## src/rtl/uart_pkg.sv

```systemverilog
// Shared types and constants for the UART transmit controller.
// Holds the FSM state encoding, status-word bit positions and default MMIO addresses.
package uart_pkg;

    typedef enum logic [1:0] {IDLE, START, DATA, STOP} tx_state_t;

    localparam int ST_NOTFULL = 0;
    localparam int ST_EMPTY   = 1;
    localparam int ST_OVF     = 2;
    localparam int ST_ACTIVE  = 3;

    localparam logic [31:0] DEF_DATA_AD = 32'h11180000;
    localparam logic [31:0] DEF_RDY_AD  = 32'h111C0000;

    // Rounded clocks-per-bit divisor.
    function automatic int baud_div(input int clk_hz, input int baud);
        return (clk_hz + baud / 2) / baud;
    endfunction

endpackage

```

## src/rtl/uart_tx_ctrl_fifo.sv

```systemverilog
// Single-clock FIFO buffering bytes for the UART transmitter.
// Synchronous reset; a push while full is accepted when a pop happens in the same cycle.
module sync_fifo
    import uart_pkg::*;
#(
    parameter int WIDTH = 8,
    parameter int DEPTH = 16
) (
    input  logic             i_clk,
    input  logic             i_rst,
    input  logic             i_push,
    input  logic             i_pop,
    input  logic [WIDTH-1:0] i_din,
    output logic [WIDTH-1:0] o_dout,
    output logic             o_full,
    output logic             o_empty
);
    localparam int AW = $clog2(DEPTH);

    logic [WIDTH-1:0] r_mem [DEPTH];
    logic [AW-1:0]    r_wptr, r_rptr;
    logic [AW:0]      r_count;
    logic             w_push, w_pop;

    assign o_full  = (r_count == (AW+1)'(DEPTH));
    assign o_empty = (r_count == '0);
    assign o_dout  = r_mem[r_rptr];
    assign w_pop   = i_pop && !o_empty;
    assign w_push  = i_push && (!o_full || w_pop);

    // Pointers are exactly AW bits, so DEPTH being a power of two makes them wrap for free.
    always_ff @(posedge i_clk) begin
        if (i_rst) begin
            r_wptr  <= '0;
            r_rptr  <= '0;
            r_count <= '0;
        end else begin
            if (w_push) r_wptr <= r_wptr + 1'b1;
            if (w_pop)  r_rptr <= r_rptr + 1'b1;
            case ({w_push, w_pop})
                2'b10:   r_count <= r_count + 1'b1;
                2'b01:   r_count <= r_count - 1'b1;
                default: r_count <= r_count;
            endcase
        end
    end

    always_ff @(posedge i_clk) begin
        if (w_push && !i_rst) r_mem[r_wptr] <= i_din;
    end

endmodule

```

## src/rtl/uart_tx_ctrl.sv

```systemverilog
// MMIO UART transmitter: FIFO-buffered byte writes sent 8N1 on TX, with a pollable status word.
// Define UART_TX_IRQ_EN to build the drain interrupt on TX_IRQ; otherwise TX_IRQ is tied low.
module uart_tx_ctrl
    import uart_pkg::*;
#(
    parameter int          CLK_HZ     = 50_000_000,
    parameter int          BAUD       = 115200,
    parameter int          FIFO_DEPTH = 16,
    parameter logic [31:0] DATA_AD    = DEF_DATA_AD,
    parameter logic [31:0] RDY_AD     = DEF_RDY_AD
) (
    input  logic        CLK,
    input  logic        RESET,
    input  logic [31:0] IOBUS_ADDR,
    input  logic [31:0] IOBUS_OUT,
    input  logic        IOBUS_WR,
    output logic [31:0] STATUS_RD,
    output logic        TX,
    output logic        BUSY,
    output logic        TX_IRQ
);
    localparam int             DIV    = baud_div(CLK_HZ, BAUD);
    localparam int             CW     = (DIV < 2) ? 1 : $clog2(DIV);
    localparam logic [CW-1:0]  DIV_M1 = CW'(DIV - 1);

    generate
        if (DIV < 2) begin : g_div_check
            $error("uart_tx_ctrl: baud divisor must be at least 2");
        end
    endgenerate

    tx_state_t     r_state;
    logic [CW-1:0] r_cnt;
    logic [2:0]    r_idx;
    logic [7:0]    r_shreg;
    logic          r_tx, r_ovf;
    logic          w_full, w_empty, w_pop, w_wr_data, w_wr_clr, w_bit_end;
    logic [7:0]    w_dout;
    logic          w_unused_ok;

    assign w_wr_data   = IOBUS_WR && (IOBUS_ADDR == DATA_AD);
    assign w_wr_clr    = IOBUS_WR && (IOBUS_ADDR == RDY_AD) && IOBUS_OUT[ST_OVF];
    assign w_pop       = (r_state == IDLE) && !w_empty;
    assign w_bit_end   = (r_cnt == DIV_M1);
    assign w_unused_ok = &{1'b0, IOBUS_OUT[31:8]};

    sync_fifo #(.WIDTH(8), .DEPTH(FIFO_DEPTH)) u_fifo (
        .i_clk   (CLK),
        .i_rst   (RESET),
        .i_push  (w_wr_data),
        .i_pop   (w_pop),
        .i_din   (IOBUS_OUT[7:0]),
        .o_dout  (w_dout),
        .o_full  (w_full),
        .o_empty (w_empty)
    );

    always_ff @(posedge CLK) begin
        if (RESET)                              r_ovf <= 1'b0;
        else if (w_wr_data && w_full && !w_pop) r_ovf <= 1'b1;
        else if (w_wr_clr)                      r_ovf <= 1'b0;
    end

    always_ff @(posedge CLK) begin
        if (RESET) begin
            r_state <= IDLE;
            r_cnt   <= '0;
            r_idx   <= '0;
            r_shreg <= '0;
            r_tx    <= 1'b1;
        end else begin
            case (r_state)
                IDLE: if (w_pop) begin
                    r_shreg <= w_dout;
                    r_cnt   <= '0;
                    r_tx    <= 1'b0;
                    r_state <= START;
                end
                START: if (w_bit_end) begin
                    r_cnt   <= '0;
                    r_idx   <= '0;
                    r_tx    <= r_shreg[0];
                    r_state <= DATA;
                end else r_cnt <= r_cnt + 1'b1;
                DATA: if (w_bit_end) begin
                    r_cnt <= '0;
                    if (r_idx == 3'd7) begin
                        r_tx    <= 1'b1;
                        r_state <= STOP;
                    end else begin
                        r_idx <= r_idx + 3'd1;
                        r_tx  <= r_shreg[r_idx + 3'd1];
                    end
                end else r_cnt <= r_cnt + 1'b1;
                STOP: begin
                    r_tx <= 1'b1;
                    if (w_bit_end) begin
                        r_cnt   <= '0;
                        r_state <= IDLE;
                    end else r_cnt <= r_cnt + 1'b1;
                end
                default: r_state <= IDLE;
            endcase
        end
    end

`ifdef UART_TX_IRQ_EN
    logic r_irq;
    // A push landing on the final stop cycle means the queue is not drained, so no pulse.
    always_ff @(posedge CLK) begin
        if (RESET) r_irq <= 1'b0;
        else       r_irq <= (r_state == STOP) && w_bit_end && w_empty && !w_wr_data;
    end
    assign TX_IRQ = r_irq;
`else
    assign TX_IRQ = 1'b0;
`endif

    always_comb begin
        STATUS_RD = '0;
        if (IOBUS_ADDR == RDY_AD) begin
            STATUS_RD[ST_NOTFULL] = ~w_full;
            STATUS_RD[ST_EMPTY]   = w_empty;
            STATUS_RD[ST_OVF]     = r_ovf;
            STATUS_RD[ST_ACTIVE]  = (r_state != IDLE);
        end
    end

    assign TX   = r_tx;
    assign BUSY = (r_state != IDLE) || !w_empty;

endmodule
```

## config.mk

```make
export PLATFORM = sky130hd
export DESIGN_NAME = uart_tx_ctrl
export DESIGN_NICKNAME = d
export VERILOG_FILES = /design/src/rtl/uart_pkg.sv /design/src/rtl/uart_tx_ctrl_fifo.sv /design/src/rtl/uart_tx_ctrl.sv
export SDC_FILE = /design/constraint.sdc
export NUM_CORES = 1
export LEC_CHECK = 0
export BUFFER_PORTS_ARGS = -buffer_cell sky130_fd_sc_hd__buf_2
export CORE_ASPECT_RATIO = 1.25
export CORE_MARGIN = 2
export CORE_UTILIZATION = 40
export CTS_CLUSTER_DIAMETER = 120
export DETAILED_ROUTE_END_ITERATION = 6
export PLACE_DENSITY_LB_ADDON = 0.08
export SYNTH_ARGS = -nofsm -noshare
export SYNTH_HDL_FRONTEND = slang
export SYNTH_SLANG_ARGS = --single-unit
```

## constraint.sdc

```tcl
create_clock -name CLK -period 7 [get_ports CLK]
set_input_delay 0.7 -clock CLK [delete_from_list [all_inputs] [get_ports CLK]]
set_output_delay 0.7 -clock CLK [all_outputs]
set_load 0.01 [all_outputs]
```

* Yosys cells after proc, flatten, opt, wreduce, memory -nomap -nowiden
Memories as Yosys holds them, arrays and structs flattened. A register that Yosys moved wholly into a read port is not among the register bits.
Index checks and enable logic that the tools add are counted.
** Word-level totals
- Register bits after elaboration :: 29
- Input bits :: 67
- Memory bits (writable) :: 128
- Bits in latches :: 0
- Memory bits (read-only) :: 0
- Memories :: 1
** Cells by class
- Multipliers :: 0
- Bitwise logic cells :: 1
- Shift operators :: 0
- Div/mod/pow operators :: 0
- Magnitude comparators :: 1
- Reductions and logical operators :: 26
- Mux-type cells :: 26
- Add/sub/neg operators :: 6
- Equality and inequality tests :: 16
** Memory list
- u_fifo.r_mem :: depth 16, bits a word 8, rd ports 1, clocked after memory_dff 1, write ports 1, line uart_tx_ctrl_fifo.sv:20 : logic [WIDTH-1:0] r_mem [DEPTH];
** Operator list (number)
- $eq A32 B29 Y1 const B :: 2
- $mux W9 :: 2
- $pmux W9 S2 :: 1
- $mux W2 :: 5
- $ne A2 B2 Y1 const B :: 5
- $pmux W5 S2 :: 1
- $add A9 B1 Y9 const B :: 1
- $eq A9 B9 Y1 const B :: 1
- $logic_and A1 B1 Y1 :: 9
- $mux W1 :: 9
- $mux W3 :: 3
- $add A4 B1 Y4 const B :: 2
- $pmux W2 S4 :: 1
- $reduce_bool A2 Y1 :: 4
- $eq A2 B2 Y1 const B :: 3
- $pmux W3 S2 :: 1
- $add A5 B1 Y5 const B :: 1
- $eq A5 B5 Y1 const B :: 1
- $logic_not A5 Y1 :: 1
- $reduce_and A5 Y1 :: 1
- $sub A5 B1 Y5 const B :: 1
- $eq A2 B1 Y1 const B :: 2
- $logic_not A1 Y1 :: 4
- $lt A3 B4 Y1 const B :: 1
- 13 further kinds :: 14

* Depth between registers and ports, before layout
Gate-level depths: netlist of the first run.
- Depth in word-level cells :: 9
- Mapped depth :: 13
- Mapped depth without buffers :: 13

* By module
From an unflattened synthesis of the first run, not the netlist that was laid out.
** Unflattened totals
- Cell total of the unflattened synthesis :: 512
- Area, all modules :: 7439.6 µm²
** By module, submodules not included
- sync_fifo :: area each 5866.9 µm², cells an instance 325, seq. area each 4184.0 µm², instances 1
- uart_tx_ctrl :: area each 1572.8 µm², cells an instance 187, seq. area each 480.5 µm², instances 1

* Worst setup path after synthesis of the first run
No wires, ideal clock.
- Kind :: input to register
- Start :: input port IOBUS_ADDR[2]
- End :: register u_fifo.r_count[4]
- Arrival :: 3232 ps
- Cell stages on the path :: 11
- Path buffers :: 0
- Path slack :: 3698 ps
- Cell sequence :: nor4_2 -> nand4_2 -> nor4_4 -> inv_1 -> ha_1 -> ha_1 -> nor2b_1 -> o21ai_0 -> a21oi_1 -> or4_1 -> a21oi_1
** On the way
- Cells in the longest elaborated chain, start to end :: 5
- Elaborated cells between the ends (all ways) :: 7
- Those cells by class :: eq/ne: 3; mux: 1; reduce/logical: 3
** RTL lines
- from (decl) :: line uart_tx_ctrl.sv:14 : input logic [31:0] IOBUS_ADDR,
- $eq A32 B29 Y1 (*) :: line uart_tx_ctrl.sv:41 : assign w_wr_data = IOBUS_WR && (IOBUS_ADDR == DATA_AD);
- $logic_and A1 B1 Y1 (*) :: line uart_tx_ctrl.sv:41
- $logic_and A1 B1 Y1 (*) :: line uart_tx_ctrl_fifo.sv:29 : assign w_push = i_push && (!o_full || w_pop);
- $eq A2 B1 Y1 or $eq A2 B2 Y1 (tied branches) :: line uart_tx_ctrl_fifo.sv:40 : case ({w_push, w_pop})
- $pmux W5 S2 or $reduce_bool A2 Y1 (tied branches)
- to (signal assigned) :: line uart_tx_ctrl_fifo.sv:41 : 2'b10: r_count <= r_count + 1'b1;
- to (signal assigned) :: line uart_tx_ctrl_fifo.sv:42 : 2'b01: r_count <= r_count - 1'b1;
- to (signal assigned) :: line uart_tx_ctrl_fifo.sv:43 : default: r_count <= r_count;
- to (decl) :: line uart_tx_ctrl_fifo.sv:22 : logic [AW:0] r_count;
Every way passes the cells marked *; elsewhere a longest branch is shown, timed or not.
A chain may end at the register's enable or synchronous reset.

* Final worst setup path of the first run
- Start :: input port IOBUS_ADDR[21]
- End :: register u_fifo.r_count[4]
Same word-level chain as after synthesis.

==> impl_metrics.env, run 1 <==
export IMPL_run_status="completed"
export IMPL_yosysTopAreaCellShare_pct=53.29
export IMPL_worstPathMaxFanout=9
export IMPL_dp_final_hpwl_um=9552
export IMPL_grt_usage_pct=16.50
export IMPL_drt_initial_drc_count=231
export IMPL_vias_per_cell=5.086
export IMPL_max_cap_viol_count=0
export IMPL_p_leak_nw=2.749
export IMPL_drv_slew=0
export IMPL_holdPathStages=2
export IMPL_cp_end_kind="flop"
export IMPL_die_w_um=124.1
export IMPL_reg2reg_to="u_fifo.r_count[4]"
export IMPL_synth_async_reset_ratio_pct=0
export IMPL_synth_most_common_cell="edfxtp_1"
export IMPL_dp_cells=738
export IMPL_setup_ws_ps=3664
export IMPL_min_to="r_ovf"
export IMPL_coreArea_um2=17570
export IMPL_dieArea_um2=19130
export IMPL_dominantRegCellSynth="edfxtp_1"
export IMPL_timing_fmax_mhz=299.8
export IMPL_drt_total_wl_um=14690
export IMPL_place_area_um2=7556
export IMPL_ys_ff_latch=165
export IMPL_rsz0062_at_grt="false"
export IMPL_dp_worst_setup_slack_ps=3195
export IMPL_cts_made_buffers=17
export IMPL_clock_tree_buffer_depth=2
export IMPL_die_h_um=154.1
export IMPL_detail_route_first_pass_iterations=4
export IMPL_rows=54
export IMPL_seq_area_frac_synth_pct=63.56
export IMPL_synth_area_leaders="edfxtp_1, mux4_2, dfxtp_1"
export IMPL_grt_max_degree=36
export IMPL_clk_insertion_delay_late_ps=430
export IMPL_area_growth_pct=13.20
export IMPL_cts_tree="done"
export IMPL_min_from="r_ovf"
export IMPL_powerDensity_nw_per_um2=249.1
export IMPL_clk_pin_slew_worst_paths_ps=70
export IMPL_period_needed_ps=3336
export IMPL_synthCells=483
export IMPL_min_path_type="flop to flop"
export IMPL_crit_type="input pin to flop"
export IMPL_rr_startpoint="r_state[0]"
export IMPL_drive_gt1_share_pct=23.99
export IMPL_whs_ps=468.4
export IMPL_final_cell_area_um2=8165
export IMPL_reg2reg_depth=12
export IMPL_post_route_period_util_pct=47.65
export IMPL_crit_start="IOBUS_ADDR[21]"
export IMPL_vias=3921
export IMPL_syn_area_um2=7213
export IMPL_setup_viol=0
export IMPL_required_ps=7350
export IMPL_nets=619
export IMPL_grt_pass1_vias=3980
export IMPL_grt_pass1_wl_um=22860
export IMPL_postCtsSetupRepairBufs=0
export IMPL_finalHoldViolCount=0
export IMPL_slew_headroom_pct=30.25
export IMPL_antenna_found_initial=0
export IMPL_ctsHoldBuffers=0
export IMPL_io_buffers=48
export IMPL_clock_skew_ps=11.49
export IMPL_drc=0
export IMPL_overflow=0
export IMPL_ys_warn_count=0
export IMPL_setup_tns_ps=0
export IMPL_nFillCells=1565
export IMPL_reg2reg_slack_ps=3750
export IMPL_cts_sinks=165
export IMPL_synth_edf_count=128
export IMPL_vdd_ir_drop_max_mv=0.1611
export IMPL_cts_resized=0
export IMPL_arrival_ps=3690
export IMPL_gp_congestion=0.7377
export IMPL_layout_cells_non_filler=771
export IMPL_startpoint_type="input pin"
export IMPL_synth_cells_most_frequent="edfxtp_1, nor2_1, dfxtp_1"
export IMPL_synth_largest_area_cell="edfxtp_1"
export IMPL_routedWlPerCell_um=19.05
export IMPL_ant_nets=0
export IMPL_synth_cell_types=54
export IMPL_htree_num_levels=4
export IMPL_start_util_pct=41.06
export IMPL_tightest_slew_ps=1042
export IMPL_num_io_pins=102
export IMPL_cts_root_buf="clkbuf_16"
export IMPL_syn_mean_instance_area_um2=14.93
worst max-delay path by stage:
stage                   endpoint  slack (ps)  cells after the start
3_5_place_dp   u_fifo.r_count[4]        3200                     12
2_1_floorplan  u_fifo.r_count[4]        3700                     11
4_1_cts        u_fifo.r_count[4]        3660                     12
5_1_grt        u_fifo.r_count[4]        3360                     12
3_3_place_gp   u_fifo.r_count[4]        3280                     12
6_report       u_fifo.r_count[4]        3660                     12
logic make-up after synthesis:
| kind of cell | Yosys count | synth area share, % |
|---|---|---|
| DFF | 165 | 63.56 |
| AOI/OAI and AO/OA | 61 | 5.551 |
| other | 1 | 0.05199 |
| adders and majority gates | 19 | 3.400 |
| xor gates and xnor gates | 15 | 1.821 |
| and+or+nand+nor | 119 | 9.176 |
| buffers and inverters | 63 | 4.978 |
| muxes | 40 | 11.47 |
through the flow:
stage / total power [W] / util (%)
finish: 0.002034 / 46.48
floorplan: 0.001099 / -
global placement: 0.001111 / 43.01
CTS: 0.002057 / 46.47
detailed placement: 0.001113 / 43.01
global route: 0.002102 / 46.47
flip-flops by register name (all words and copies together), names as in the netlist:
signal	flops
TX	1
r_cnt	9
r_idx	3
r_ovf	1
r_shreg	8
r_state	2
u_fifo.r_count	5
u_fifo.r_mem	128
u_fifo.r_rptr	4
u_fifo.r_wptr	4
layout by cell type, fill, tap and decap left out, types with 14 or more instances in the layout:
cell	count
a22oi_1	16
dfxtp_1	36
edfxtp_1	128
a21oi_1	19
conb_1	29
clkbuf_16	17
inv_1	14
ha_1	18
nand2_1	15
mux4_2	34
nor2_1	54
buf_2	48
cell type report:
| cell class | count | area (µm²) | share of cell area, % |
|---|---|---|---|
| multi-input cells | 283 | 2375 | 29.08 |
| diodes | 1 | 2.502 | 0.03065 |
| clock buffers | 17 | 425.4 | 5.210 |
| repair buffers | 50 | 255.2 | 3.126 |
| clock inverters | 15 | 181.4 | 2.222 |
| flip-flops and latches | 165 | 4586 | 56.16 |
| well taps | 224 | 280.3 | 3.432 |
| inverters | 16 | 60.06 | 0.7355 |
metal layers:
layer | global-route usage [%] | wire length [µm] | vias up
li1 | - | - | 1875
met1 | 20.21 | 5973 | 1982
met2 | 28.99 | 8055 | 53
met3 | 3.709 | 490 | 11
met4 | 4.494 | 170 | 0
met5 | 0 | 0 | -
where the power goes:
part           internal [W]      switching, W  leakage, nW  total [W]
registers           0.00105  0.00000000000274         1.45    0.00105
clock network      0.000513          0.000431        0.299   0.000944
logic             0.0000103         0.0000275         1.00  0.0000378
total               0.00158          0.000459         2.75    0.00203
worst max-delay path: stages:
cell      delay, ps
buf_2           100
nor4bb_1        280
nand4_1         280
nor4_4          560
inv_1            90
ha_1            250
ha_1            320
nor2b_1         150
o21ai_0         220
a21oi_1         120
or4_1           470
a21oi_1         140
(Power assumes the default switching activity.)
==> run 2: changes to the inputs <==
clock period = 3.4 ns   (was 7 ns; I/O delays follow)
==> impl_metrics.env, run 2 (synthesis results as in run 1) <==
export IMPL_clock_skew_ps=9.374
export IMPL_setup_viol=0
export IMPL_cts_resized=0
export IMPL_clock_tree_buffer_depth=2
export IMPL_vdd_ir_drop_max_mv=0.3305
export IMPL_multi_input_area_um2=2375
export IMPL_worstPathMaxFanout=5
export IMPL_clk_pin_slew_worst_paths_ps=70
export IMPL_ctsHoldBuffers=0
export IMPL_rr_startpoint="u_fifo.r_count[0]"
export IMPL_drc=0
export IMPL_reg2reg_to="u_fifo.r_count[4]"
export IMPL_holdPathStages=1
export IMPL_reg2reg_depth=12
export IMPL_tightest_slew_ps=717.8
export IMPL_htree_num_levels=4
export IMPL_drt_total_wl_um=14650
export IMPL_switching_share_pct=22.10
export IMPL_finalHoldViolCount=0
export IMPL_layout_common_cells="edfxtp_1, nor2_1, buf_2"
export IMPL_gp_congestion=0.7470
export IMPL_grt_pass1_wl_um=23200
export IMPL_grt_max_degree=36
export IMPL_final_cell_area_um2=8305
export IMPL_crit_type="flop to flop"
export IMPL_period_needed_ps=3069
export IMPL_area_growth_pct=15.14
export IMPL_fin_util_pct=47.28
export IMPL_run_status="completed"
export IMPL_dieArea_um2=19130
export IMPL_vias_per_cell=5.065
export IMPL_antenna_found_initial=0
export IMPL_cts_root_buf="clkbuf_16"
export IMPL_grt_usage_pct=16.63
export IMPL_power_switching_w=0.0009167
export IMPL_max_flop_register="u_fifo.r_mem"
export IMPL_grt_pass1_vias=4107
export IMPL_cp_end_kind="flop"
export IMPL_combPwrFrac_pct=1.9
export IMPL_timing_fmax_mhz=325.8
export IMPL_cts_sinks=165
export IMPL_arrival_ps=3430
export IMPL_cts_tree="done"
export IMPL_required_ps=3760
export IMPL_reg2reg_slack_ps=330
export IMPL_reg_top3="u_fifo.r_mem: 128 flops, r_cnt: 9 flops, r_shreg: 8 flops"
export IMPL_startpoint_type="flop"
export IMPL_num_io_pins=102
export IMPL_clk_insertion_delay_late_ps=430
export IMPL_seqCellArea_um2=4586
export IMPL_nFillCells=1537
export IMPL_detail_route_first_pass_iterations=4
export IMPL_drt_initial_drc_count=165
export IMPL_dp_final_hpwl_um=9800
export IMPL_coreArea_um2=17570
export IMPL_internal_power_w=0.003232
export IMPL_p_leak_nw=2.834
export IMPL_drv_slew=0
export IMPL_routedWlPerCell_um=18.59
export IMPL_cts_made_buffers=17
export IMPL_antenna_cells=0
export IMPL_setup_tns_ps=0
export IMPL_min_path_type="input pin to flop"
export IMPL_die_h_um=154.1
export IMPL_pwr_share_seq_pct=52.2
export IMPL_post_route_period_util_pct=90.26
export IMPL_slew_headroom_pct=52.05
export IMPL_min_from="IOBUS_OUT[5]"
export IMPL_overflow=0
export IMPL_drive_gt1_share_pct=26.24
export IMPL_vias=3991
export IMPL_io_buffers=48
export IMPL_place_area_um2=7716
export IMPL_start_util_pct=41.06
export IMPL_postCtsSetupRepairBufs=0
export IMPL_powerDensity_nw_per_um2=499.5
export IMPL_max_cap_viol_count=0
export IMPL_mostFrequentLayoutCell="edfxtp_1"
export IMPL_die_w_um=124.1
export IMPL_clkPwrFrac_pct=45.9
export IMPL_min_to="u_fifo.r_mem[15][5]"
export IMPL_rows=54
export IMPL_largest_reg_flops=128
export IMPL_rsz0062_at_grt="false"
export IMPL_nets=637
export IMPL_ant_nets=0
[run 2: how the worst max path moves through the flow]
stage	slack [ps]	end	from
2_1_floorplan	460	u_fifo.r_count[4]	IOBUS_ADDR[2]
3_3_place_gp	320	u_fifo.r_count[4]	u_fifo.r_count[0]
3_5_place_dp	280	u_fifo.r_count[4]	IOBUS_ADDR[21]
4_1_cts	280	u_fifo.r_count[4]	u_fifo.r_count[0]
5_1_grt	1	u_fifo.r_count[4]	u_fifo.r_count[0]
6_report	330	u_fifo.r_count[4]	u_fifo.r_count[0]
[run 2: per-layer routing]
metal | GRT usage (%) | part of all wire (%)
met3 | 3.635 | 2.9
met2 | 28.91 | 54
met5 | 0 | 0
met1 | 20.16 | 42
met4 | 5.725 | 1.8
[run 2: stage by stage]
stage	std cells	hold slack [ps]	worst slack, ps	power, W
final	788	304.6	331.0	0.004149
after global routing	788	302.6	1.418	0.004300
after detailed placement	756	452.4	275.0	0.002291
after CTS	788	297.4	281.6	0.004197
after global placement	756	447.9	316.8	0.002288
after floorplan	511	431.5	457.9	0.002264
[run 2: power groups by stage]
| stage | Clock (W) | Combinational (W) | Sequential, W |
|---|---|---|---|
| after detailed placement | 0 | 0.0000796 | 0.00221 |
| after CTS | 0.00195 | 0.0000801 | 0.00217 |
| after global routing | 0.00205 | 0.0000890 | 0.00217 |
| after floorplan | 0 | 0.0000512 | 0.00221 |
| final | 0.00190 | 0.0000784 | 0.00217 |
| after global placement | 0 | 0.0000769 | 0.00221 |
[run 2: layout make-up]
| cell class | instances | share of cell area, % |
|---|---|---|
| clock buffers | 17 | 5.122 |
| clock inverters | 15 | 1.973 |
| repair buffers | 68 | 5.001 |
| multi-input cells | 283 | 28.59 |
| inverters | 16 | 0.7231 |
| well taps | 224 | 3.375 |
| flip-flops and latches | 165 | 55.21 |
[run 2: worst max-delay path, stage by stage, from the launching register on]
cell and delay [ps]:
dfxtp_1 370, nor4_4 360, nor3b_2 410, nor4_4 100
inv_1 70, ha_1 210, inv_1 100, fa_1 380
nor2b_1 160, o21ai_0 120, and3_1 200, or4_1 390
a21oi_1 140
